<file path="src/rtl/core_pkg.sv">
// Shared definitions for the Eka core: datapath widths, ALU opcodes and
// operand select encodings used by decode and execute.
package core_pkg;

  localparam int XLEN = 32;
  localparam int RA_W = 5;

  localparam logic [3:0] ALU_ADD  = 4'b0000;
  localparam logic [3:0] ALU_SLL  = 4'b0001;
  localparam logic [3:0] ALU_SLT  = 4'b0010;
  localparam logic [3:0] ALU_SLTU = 4'b0011;
  localparam logic [3:0] ALU_XOR  = 4'b0100;
  localparam logic [3:0] ALU_SRL  = 4'b0101;
  localparam logic [3:0] ALU_OR   = 4'b0110;
  localparam logic [3:0] ALU_AND  = 4'b0111;
  localparam logic [3:0] ALU_SUB  = 4'b1000;
  localparam logic [3:0] ALU_SRA  = 4'b1101;

  localparam logic [1:0] SRC1_RS1  = 2'b00;
  localparam logic [1:0] SRC1_PC   = 2'b01;
  localparam logic [1:0] SRC1_ZERO = 2'b10;

  localparam logic [1:0] SRC2_RS2  = 2'b00;
  localparam logic [1:0] SRC2_IMM  = 2'b01;
  localparam logic [1:0] SRC2_FOUR = 2'b10;

endpackage

</file>
<file path="src/rtl/fwd_mux.sv">
// Priority operand forwarder: MEM result beats WB result beats the register
// value; x0 is never forwarded. Tie mem_valid low to get a WB-only forwarder.
module fwd_mux #(
  parameter int XLEN = core_pkg::XLEN,
  parameter int RA_W = core_pkg::RA_W
) (
  input  logic [RA_W-1:0] addr,
  input  logic [XLEN-1:0] regval,
  input  logic            mem_valid,
  input  logic            mem_reg_write,
  input  logic            mem_is_load,
  input  logic [RA_W-1:0] mem_rd,
  input  logic [XLEN-1:0] mem_result,
  input  logic            wb_valid,
  input  logic            wb_reg_write,
  input  logic [RA_W-1:0] wb_rd,
  input  logic [XLEN-1:0] wb_result,
  output logic [XLEN-1:0] data
);

  logic addr_nz;
  logic mem_hit;
  logic wb_hit;

  assign addr_nz = (addr != '0);
  // A load in MEM has no data yet; the load-use bubble covers that case.
  assign mem_hit = mem_valid & mem_reg_write & ~mem_is_load & (mem_rd == addr) & addr_nz;
  assign wb_hit  = wb_valid & wb_reg_write & (wb_rd == addr) & addr_nz;

  always_comb begin
    data = regval;
    if (mem_hit) begin
      data = mem_result;
    end else if (wb_hit) begin
      data = wb_result;
    end
  end

endmodule

</file>
<file path="src/rtl/ex_operand_stage.sv">
// ID/EX pipeline register feeding the ALU: operand forwarding, load-use
// bubble insertion, flush and downstream hold.
module ex_operand_stage
  import core_pkg::*;
#(
  parameter int XLEN = core_pkg::XLEN,
  parameter int RA_W = core_pkg::RA_W
) (
  input  logic            clk,
  input  logic            reset,
  input  logic            id_valid,
  output logic            id_ready,
  input  logic [XLEN-1:0] id_pc,
  input  logic [XLEN-1:0] id_rs1_data,
  input  logic [XLEN-1:0] id_rs2_data,
  input  logic [XLEN-1:0] id_imm,
  input  logic [RA_W-1:0] id_rs1,
  input  logic [RA_W-1:0] id_rs2,
  input  logic [RA_W-1:0] id_rd,
  input  logic [3:0]      id_alu_op,
  input  logic [1:0]      id_src1_sel,
  input  logic [1:0]      id_src2_sel,
  input  logic            id_reg_write,
  input  logic            id_is_load,
  input  logic            id_is_store,
  input  logic            ex_hold,
  input  logic            flush,
  input  logic            mem_valid,
  input  logic            mem_reg_write,
  input  logic            mem_is_load,
  input  logic [RA_W-1:0] mem_rd,
  input  logic [XLEN-1:0] mem_result,
  input  logic            wb_valid,
  input  logic            wb_reg_write,
  input  logic [RA_W-1:0] wb_rd,
  input  logic [XLEN-1:0] wb_result,
  output logic [XLEN-1:0] alu_src1,
  output logic [XLEN-1:0] alu_src2,
  output logic [3:0]      alu_opcode,
  output logic [XLEN-1:0] ex_store_data,
  output logic            ex_valid,
  output logic [XLEN-1:0] ex_pc,
  output logic [XLEN-1:0] ex_imm,
  output logic [RA_W-1:0] ex_rd,
  output logic            ex_reg_write,
  output logic            ex_is_load,
  output logic            ex_is_store
);

  logic            ex_valid_q,     ex_valid_d;
  logic [XLEN-1:0] ex_pc_q,        ex_pc_d;
  logic [XLEN-1:0] ex_imm_q,       ex_imm_d;
  logic [XLEN-1:0] ex_rs1_data_q,  ex_rs1_data_d;
  logic [XLEN-1:0] ex_rs2_data_q,  ex_rs2_data_d;
  logic [RA_W-1:0] ex_rs1_q,       ex_rs1_d;
  logic [RA_W-1:0] ex_rs2_q,       ex_rs2_d;
  logic [RA_W-1:0] ex_rd_q,        ex_rd_d;
  logic [3:0]      ex_alu_op_q,    ex_alu_op_d;
  logic [1:0]      ex_src1_sel_q,  ex_src1_sel_d;
  logic [1:0]      ex_src2_sel_q,  ex_src2_sel_d;
  logic            ex_reg_write_q, ex_reg_write_d;
  logic            ex_is_load_q,   ex_is_load_d;
  logic            ex_is_store_q,  ex_is_store_d;

  logic [XLEN-1:0] id_r1, id_r2, r1, r2;
  logic            lu;

  // Capture-side forwarders see only WB; MEM is picked up once in EX.
  fwd_mux #(.XLEN(XLEN), .RA_W(RA_W)) u_fwd_id_rs1 (
    .addr(id_rs1), .regval(id_rs1_data),
    .mem_valid(1'b0), .mem_reg_write(mem_reg_write), .mem_is_load(mem_is_load),
    .mem_rd(mem_rd), .mem_result(mem_result),
    .wb_valid(wb_valid), .wb_reg_write(wb_reg_write), .wb_rd(wb_rd),
    .wb_result(wb_result), .data(id_r1)
  );

  fwd_mux #(.XLEN(XLEN), .RA_W(RA_W)) u_fwd_id_rs2 (
    .addr(id_rs2), .regval(id_rs2_data),
    .mem_valid(1'b0), .mem_reg_write(mem_reg_write), .mem_is_load(mem_is_load),
    .mem_rd(mem_rd), .mem_result(mem_result),
    .wb_valid(wb_valid), .wb_reg_write(wb_reg_write), .wb_rd(wb_rd),
    .wb_result(wb_result), .data(id_r2)
  );

  fwd_mux #(.XLEN(XLEN), .RA_W(RA_W)) u_fwd_ex_rs1 (
    .addr(ex_rs1_q), .regval(ex_rs1_data_q),
    .mem_valid(mem_valid), .mem_reg_write(mem_reg_write), .mem_is_load(mem_is_load),
    .mem_rd(mem_rd), .mem_result(mem_result),
    .wb_valid(wb_valid), .wb_reg_write(wb_reg_write), .wb_rd(wb_rd),
    .wb_result(wb_result), .data(r1)
  );

  fwd_mux #(.XLEN(XLEN), .RA_W(RA_W)) u_fwd_ex_rs2 (
    .addr(ex_rs2_q), .regval(ex_rs2_data_q),
    .mem_valid(mem_valid), .mem_reg_write(mem_reg_write), .mem_is_load(mem_is_load),
    .mem_rd(mem_rd), .mem_result(mem_result),
    .wb_valid(wb_valid), .wb_reg_write(wb_reg_write), .wb_rd(wb_rd),
    .wb_result(wb_result), .data(r2)
  );

  assign lu = ex_valid_q & ex_is_load_q & (ex_rd_q != '0) & id_valid &
              ((id_rs1 == ex_rd_q) | (id_rs2 == ex_rd_q));
  assign id_ready = ~ex_hold & ~lu & ~flush;

  always_comb begin
    ex_valid_d     = ex_valid_q;
    ex_pc_d        = ex_pc_q;
    ex_imm_d       = ex_imm_q;
    ex_rs1_data_d  = ex_rs1_data_q;
    ex_rs2_data_d  = ex_rs2_data_q;
    ex_rs1_d       = ex_rs1_q;
    ex_rs2_d       = ex_rs2_q;
    ex_rd_d        = ex_rd_q;
    ex_alu_op_d    = ex_alu_op_q;
    ex_src1_sel_d  = ex_src1_sel_q;
    ex_src2_sel_d  = ex_src2_sel_q;
    ex_reg_write_d = ex_reg_write_q;
    ex_is_load_d   = ex_is_load_q;
    ex_is_store_d  = ex_is_store_q;
    if (flush) begin
      ex_valid_d = 1'b0;
    end else if (ex_hold) begin
      // Refresh operands so a WB producer retiring mid-hold is not lost.
      ex_rs1_data_d = r1;
      ex_rs2_data_d = r2;
    end else if (lu) begin
      ex_valid_d = 1'b0;
    end else begin
      ex_valid_d     = id_valid;
      ex_pc_d        = id_pc;
      ex_imm_d       = id_imm;
      ex_rs1_data_d  = id_r1;
      ex_rs2_data_d  = id_r2;
      ex_rs1_d       = id_rs1;
      ex_rs2_d       = id_rs2;
      ex_rd_d        = id_rd;
      ex_alu_op_d    = id_alu_op;
      ex_src1_sel_d  = id_src1_sel;
      ex_src2_sel_d  = id_src2_sel;
      ex_reg_write_d = id_reg_write;
      ex_is_load_d   = id_is_load;
      ex_is_store_d  = id_is_store;
    end
  end

  always_ff @(posedge clk or posedge reset) begin
    if (reset) begin
      ex_valid_q     <= 1'b0;
      ex_pc_q        <= '0;
      ex_imm_q       <= '0;
      ex_rs1_data_q  <= '0;
      ex_rs2_data_q  <= '0;
      ex_rs1_q       <= '0;
      ex_rs2_q       <= '0;
      ex_rd_q        <= '0;
      ex_alu_op_q    <= '0;
      ex_src1_sel_q  <= '0;
      ex_src2_sel_q  <= '0;
      ex_reg_write_q <= 1'b0;
      ex_is_load_q   <= 1'b0;
      ex_is_store_q  <= 1'b0;
    end else begin
      ex_valid_q     <= ex_valid_d;
      ex_pc_q        <= ex_pc_d;
      ex_imm_q       <= ex_imm_d;
      ex_rs1_data_q  <= ex_rs1_data_d;
      ex_rs2_data_q  <= ex_rs2_data_d;
      ex_rs1_q       <= ex_rs1_d;
      ex_rs2_q       <= ex_rs2_d;
      ex_rd_q        <= ex_rd_d;
      ex_alu_op_q    <= ex_alu_op_d;
      ex_src1_sel_q  <= ex_src1_sel_d;
      ex_src2_sel_q  <= ex_src2_sel_d;
      ex_reg_write_q <= ex_reg_write_d;
      ex_is_load_q   <= ex_is_load_d;
      ex_is_store_q  <= ex_is_store_d;
    end
  end

  always_comb begin
    case (ex_src1_sel_q)
      SRC1_RS1:  alu_src1 = r1;
      SRC1_PC:   alu_src1 = ex_pc_q;
      SRC1_ZERO: alu_src1 = '0;
      default:   alu_src1 = '0;
    endcase
    case (ex_src2_sel_q)
      SRC2_RS2:  alu_src2 = r2;
      SRC2_IMM:  alu_src2 = ex_imm_q;
      SRC2_FOUR: alu_src2 = XLEN'(4);
      default:   alu_src2 = '0;
    endcase
  end

  assign alu_opcode    = ex_alu_op_q;
  assign ex_store_data = r2;
  assign ex_valid      = ex_valid_q;
  assign ex_pc         = ex_pc_q;
  assign ex_imm        = ex_imm_q;
  assign ex_rd         = ex_rd_q;
  assign ex_reg_write  = ex_valid_q & ex_reg_write_q;
  assign ex_is_load    = ex_valid_q & ex_is_load_q;
  assign ex_is_store   = ex_valid_q & ex_is_store_q;

  // The load-use bubble must keep a load in MEM from ever feeding EX.
  a_no_mem_load_fwd : assert property (@(posedge clk) disable iff (reset)
    !(ex_valid_q & mem_valid & mem_is_load & (mem_rd != '0) &
      ((mem_rd == ex_rs1_q) | (mem_rd == ex_rs2_q))));

endmodule

</file>
<file path="config.mk">
export PLATFORM = sky130hd
export DESIGN_NAME = ex_operand_stage
export DESIGN_NICKNAME = d
export VERILOG_FILES = /design/src/rtl/core_pkg.sv /design/src/rtl/fwd_mux.sv /design/src/rtl/ex_operand_stage.sv
export SDC_FILE = /design/constraint.sdc
export NUM_CORES = 1
export LEC_CHECK = 0
export CORE_ASPECT_RATIO = 0.6
export CORE_MARGIN = 5
export CORE_UTILIZATION = 44
export DETAILED_ROUTE_END_ITERATION = 7
export PLACE_DENSITY = 0.82
export SLEW_MARGIN = 20
export SYNTH_ARGS = -nofsm -noshare
export SYNTH_HDL_FRONTEND = slang
export SYNTH_SLANG_ARGS = --single-unit
</file>
<file path="constraint.sdc">
create_clock -name clk -period 6.53 [get_ports clk]
set_clock_uncertainty 0.1 [all_clocks]
set_input_delay 1.306 -clock clk [delete_from_list [all_inputs] [get_ports clk]]
set_output_delay 1.306 -clock clk [all_outputs]
set_load 0.005 [all_outputs]
</file>
==> run metrics, run 1 <==
clk buf depth 2; Via density 5.99; yosys warns 0; Synth Flop Type dfrtp_1; first-pass GRT wire length 60100 um; CP top delay family buffers and inverters; most frequent CP cell clkdlybuf4s50_1; Post-Syn Nets 1242; post-synth design cell area 0.0101 mm^2; Max-cap violations 0; Pint 2.54 mW; die width 205 um; routability cong. 0.894; Tot Pwr 3.51 mW; Rows 42; worst-path cell chain clkdlybuf4s50_1 > xor2_1 > nor4_1 > nand2_4 > buf_4 > a31oi_1 > a22o_1 > clkdlybuf4s50_1; synth top area cells dfrtp_1 (38%), mux2_2 (11%), mux2i_1 (9.4%); Tmin final 5850 ps; cell taking the most area after synthesis dfrtp_1; final antenna-violating net count 0; DRC 0; I/O pin cnt 412; initial antenna violation count 3; largest net degree at the start of global routing 98; Slew @ Worst Pin 1100 ps; Crit Path Category in2out; WP data required 5120 ps; register area share after synthesis 0.385; # hold bufs at CTS 0; # setup viols final 0; Hold Violations, Final 0; Worst Setup Start Kind input pin; Yosys reg bits 155; total wire length 39500 um; Final Util 0.674; Overall Global Routing Usage 0.293; Final TNS setup 0 ps; Core ar. 0.0223 mm^2; fraction of layout cells with a size suffix above 1 0.134; Cells after Synth 1004; Iteration-0 DRC Markers 909; Setup WS pre-CTS 758 ps; Post-synth top cells dfrtp_1 (155), nor2_1 (129), mux2_2 (98); DIE HEIGHT 127 um; f_max 171 MHz; Placed Cells 1653; Psw 973 uW; Setup Buffers After CTS 0; CP Buf/Inv Count 3; clk root buf clkbuf_16; outcome finished clean; Resize count post-CTS 0; vias in the first global route 10297; Critical Path AT 4440 ps; relative slew slack 0.265; HP Class reg2reg; syn_area_per_cell 10.0 um^2; CP max stage cell nand2_4; Worst VDD drop 0.000164 V; Clk pwr share 0.327; Die ar. 0.0261 mm^2; Comb pwr share 0.329; RSZ-0062 raised after global routing no; Reg clk slew, reported paths 60 ps; Finished Layout Cells 1687; CTS tree built; Num CTS Buffers 17; CTS sink count 155; nets 1602; pwr/cell area 234 mW/mm^2; count leader, synth dfrtp_1; fraction of registers with async set/reset 1.00; Sequential Power Share 0.344; Setup crit end kind primary output; final max-slew violation count 0; setup slack after layout 683 ps; Area Overhead vs Synth 49.1%; number of enable flip-flop cells after synthesis 0; Wirelength per Cell 23.4 um; final period utilization 0.895; Clk Latency, worst-skew pair 420 ps; drt pass-1 iters 5; GR Overflow Total 0; initial core utilization 0.452; routed via count 10106; switching share of power 0.277; CP max FO 84; dpl hpwl 28200 um; Critical Path Max Stage Delay 650 ps; Leak Pwr 6.23 nW; CTS HTree Levels 4; Synth cell types 44; post-synth top area share 0.385; IO Port Bufs 411
## placed cells by master, fill, tap and decap left out, types with 5 or more instances in the layout
cell type,count
clkbuf_16,17
nor2_1,127
a21oi_1,32
o21ai_0,9
o31a_1,28
o22ai_1,7
a22o_1,59
o32a_1,31
xor2_1,28
a31oi_1,27
nor3_1,5
dfrtp_1,155
clkdlybuf4s50_1,410
mux2_2,98
mux2i_1,95
nor4_1,5
o221a_2,25
xnor2_1,10
bufinv_16,6
a311oi_1,27
buf_4,16
nand2_1,72
nand2b_1,27
o221a_1,6
## registers in the layout, indices dropped and copies added, names as in the netlist
register / count
ex_rs1_data_q: 32
ex_rs1_q: 5
ex_src2_sel_q: 2
ex_rs2_data_q: 32
ex_reg_write_q: 1
ex_pc: 32
ex_src1_sel_q: 2
ex_imm: 32
ex_is_store_q: 1
ex_rd: 5
ex_rs2_q: 5
ex_valid: 1
alu_opcode: 4
ex_is_load_q: 1
## worst paths after layout
| kind | startpoint | end | slack (ps) | cells after the start |
|---|---|---|---|---|
| setup reg to reg | ex_rs2_q[1] | ex_rs2_data_q[20] | 2920 | 6 |
| hold reg to reg | ex_rs1_data_q[31] | ex_rs1_data_q[31] | 380 | 2 |
| setup / recovery | mem_rd[4] | alu_src1[13] | 680 | 8 |
| hold / removal | ex_rs1_data_q[31] | ex_rs1_data_q[31] | 380 | 2 |
| min in group asynchronous | reset | ex_pc[29] | 1210 | 2 |
| max in group asynchronous | reset | ex_imm[25] | 3870 | 3 |
## per-stage QoR
stage / area (um^2) / hold WS [ps]
after global placement: 14400 / 356
final: 15000 / 381
after global routing: 15000 / 406
after CTS: 15000 / 382
after detailed placement: 14400 / 369
after floorplan: 10100 / 343
## power groups by stage
stage	Sequential, mW	Combinational, mW	Clock, mW
finish	1.21	1.15	1.15
global route	1.23	1.23	1.21
CTS	1.21	1.16	1.17
detailed placement	1.22	1.15	0
global placement	1.21	1.13	0
floorplan	1.20	0.486	0
## final cells by class
cell class,count,area [um^2]
fill,1753,7260
multi-input combinational,757,5820
timing repair buffer,427,4240
sequential,155,3880
clock buffer,24,482
tap,308,385
clock inverter,7,185
inverter,6,27.5
antenna,3,7.51
## worst min-delay path, cell delays in order (launching register included)
cell and delay, ps:
dfrtp_1 340, nand2_1 50, o31ai_1 60
## kinds of logic (layout without fill, tap and decap cells)
family / Yosys count / count (layout) / synth area share
xor+xnor: 38 / 38 / 0.0330
mux: 193 / 193 / 0.204
other cells: 0 / 3 / 0
simple gates: 261 / 261 / 0.115
buf+inv: 92 / 464 / 0.0447
compound gates: 265 / 265 / 0.219
flops: 155 / 155 / 0.385
## layer usage
metal | wire, um | global-route usage | vias to the layer above | share of wire
li1 | - | - | 4516 | -
met1 | 15900 | 0.380 | 5013 | 0.40
met2 | 18800 | 0.487 | 519 | 0.48
met3 | 3790 | 0.0719 | 58 | 0.096
met4 | 913 | 0.0897 | 0 | 0.023
met5 | 0 | 0 | - | 0
(Power assumes the default switching activity.)
==> run 2: changes to the inputs <==
SETUP_SLACK_MARGIN = 0.02   (was unset)
==> results of run 2 <==
Final layout, timing and power as in run 1 (identical DEF).
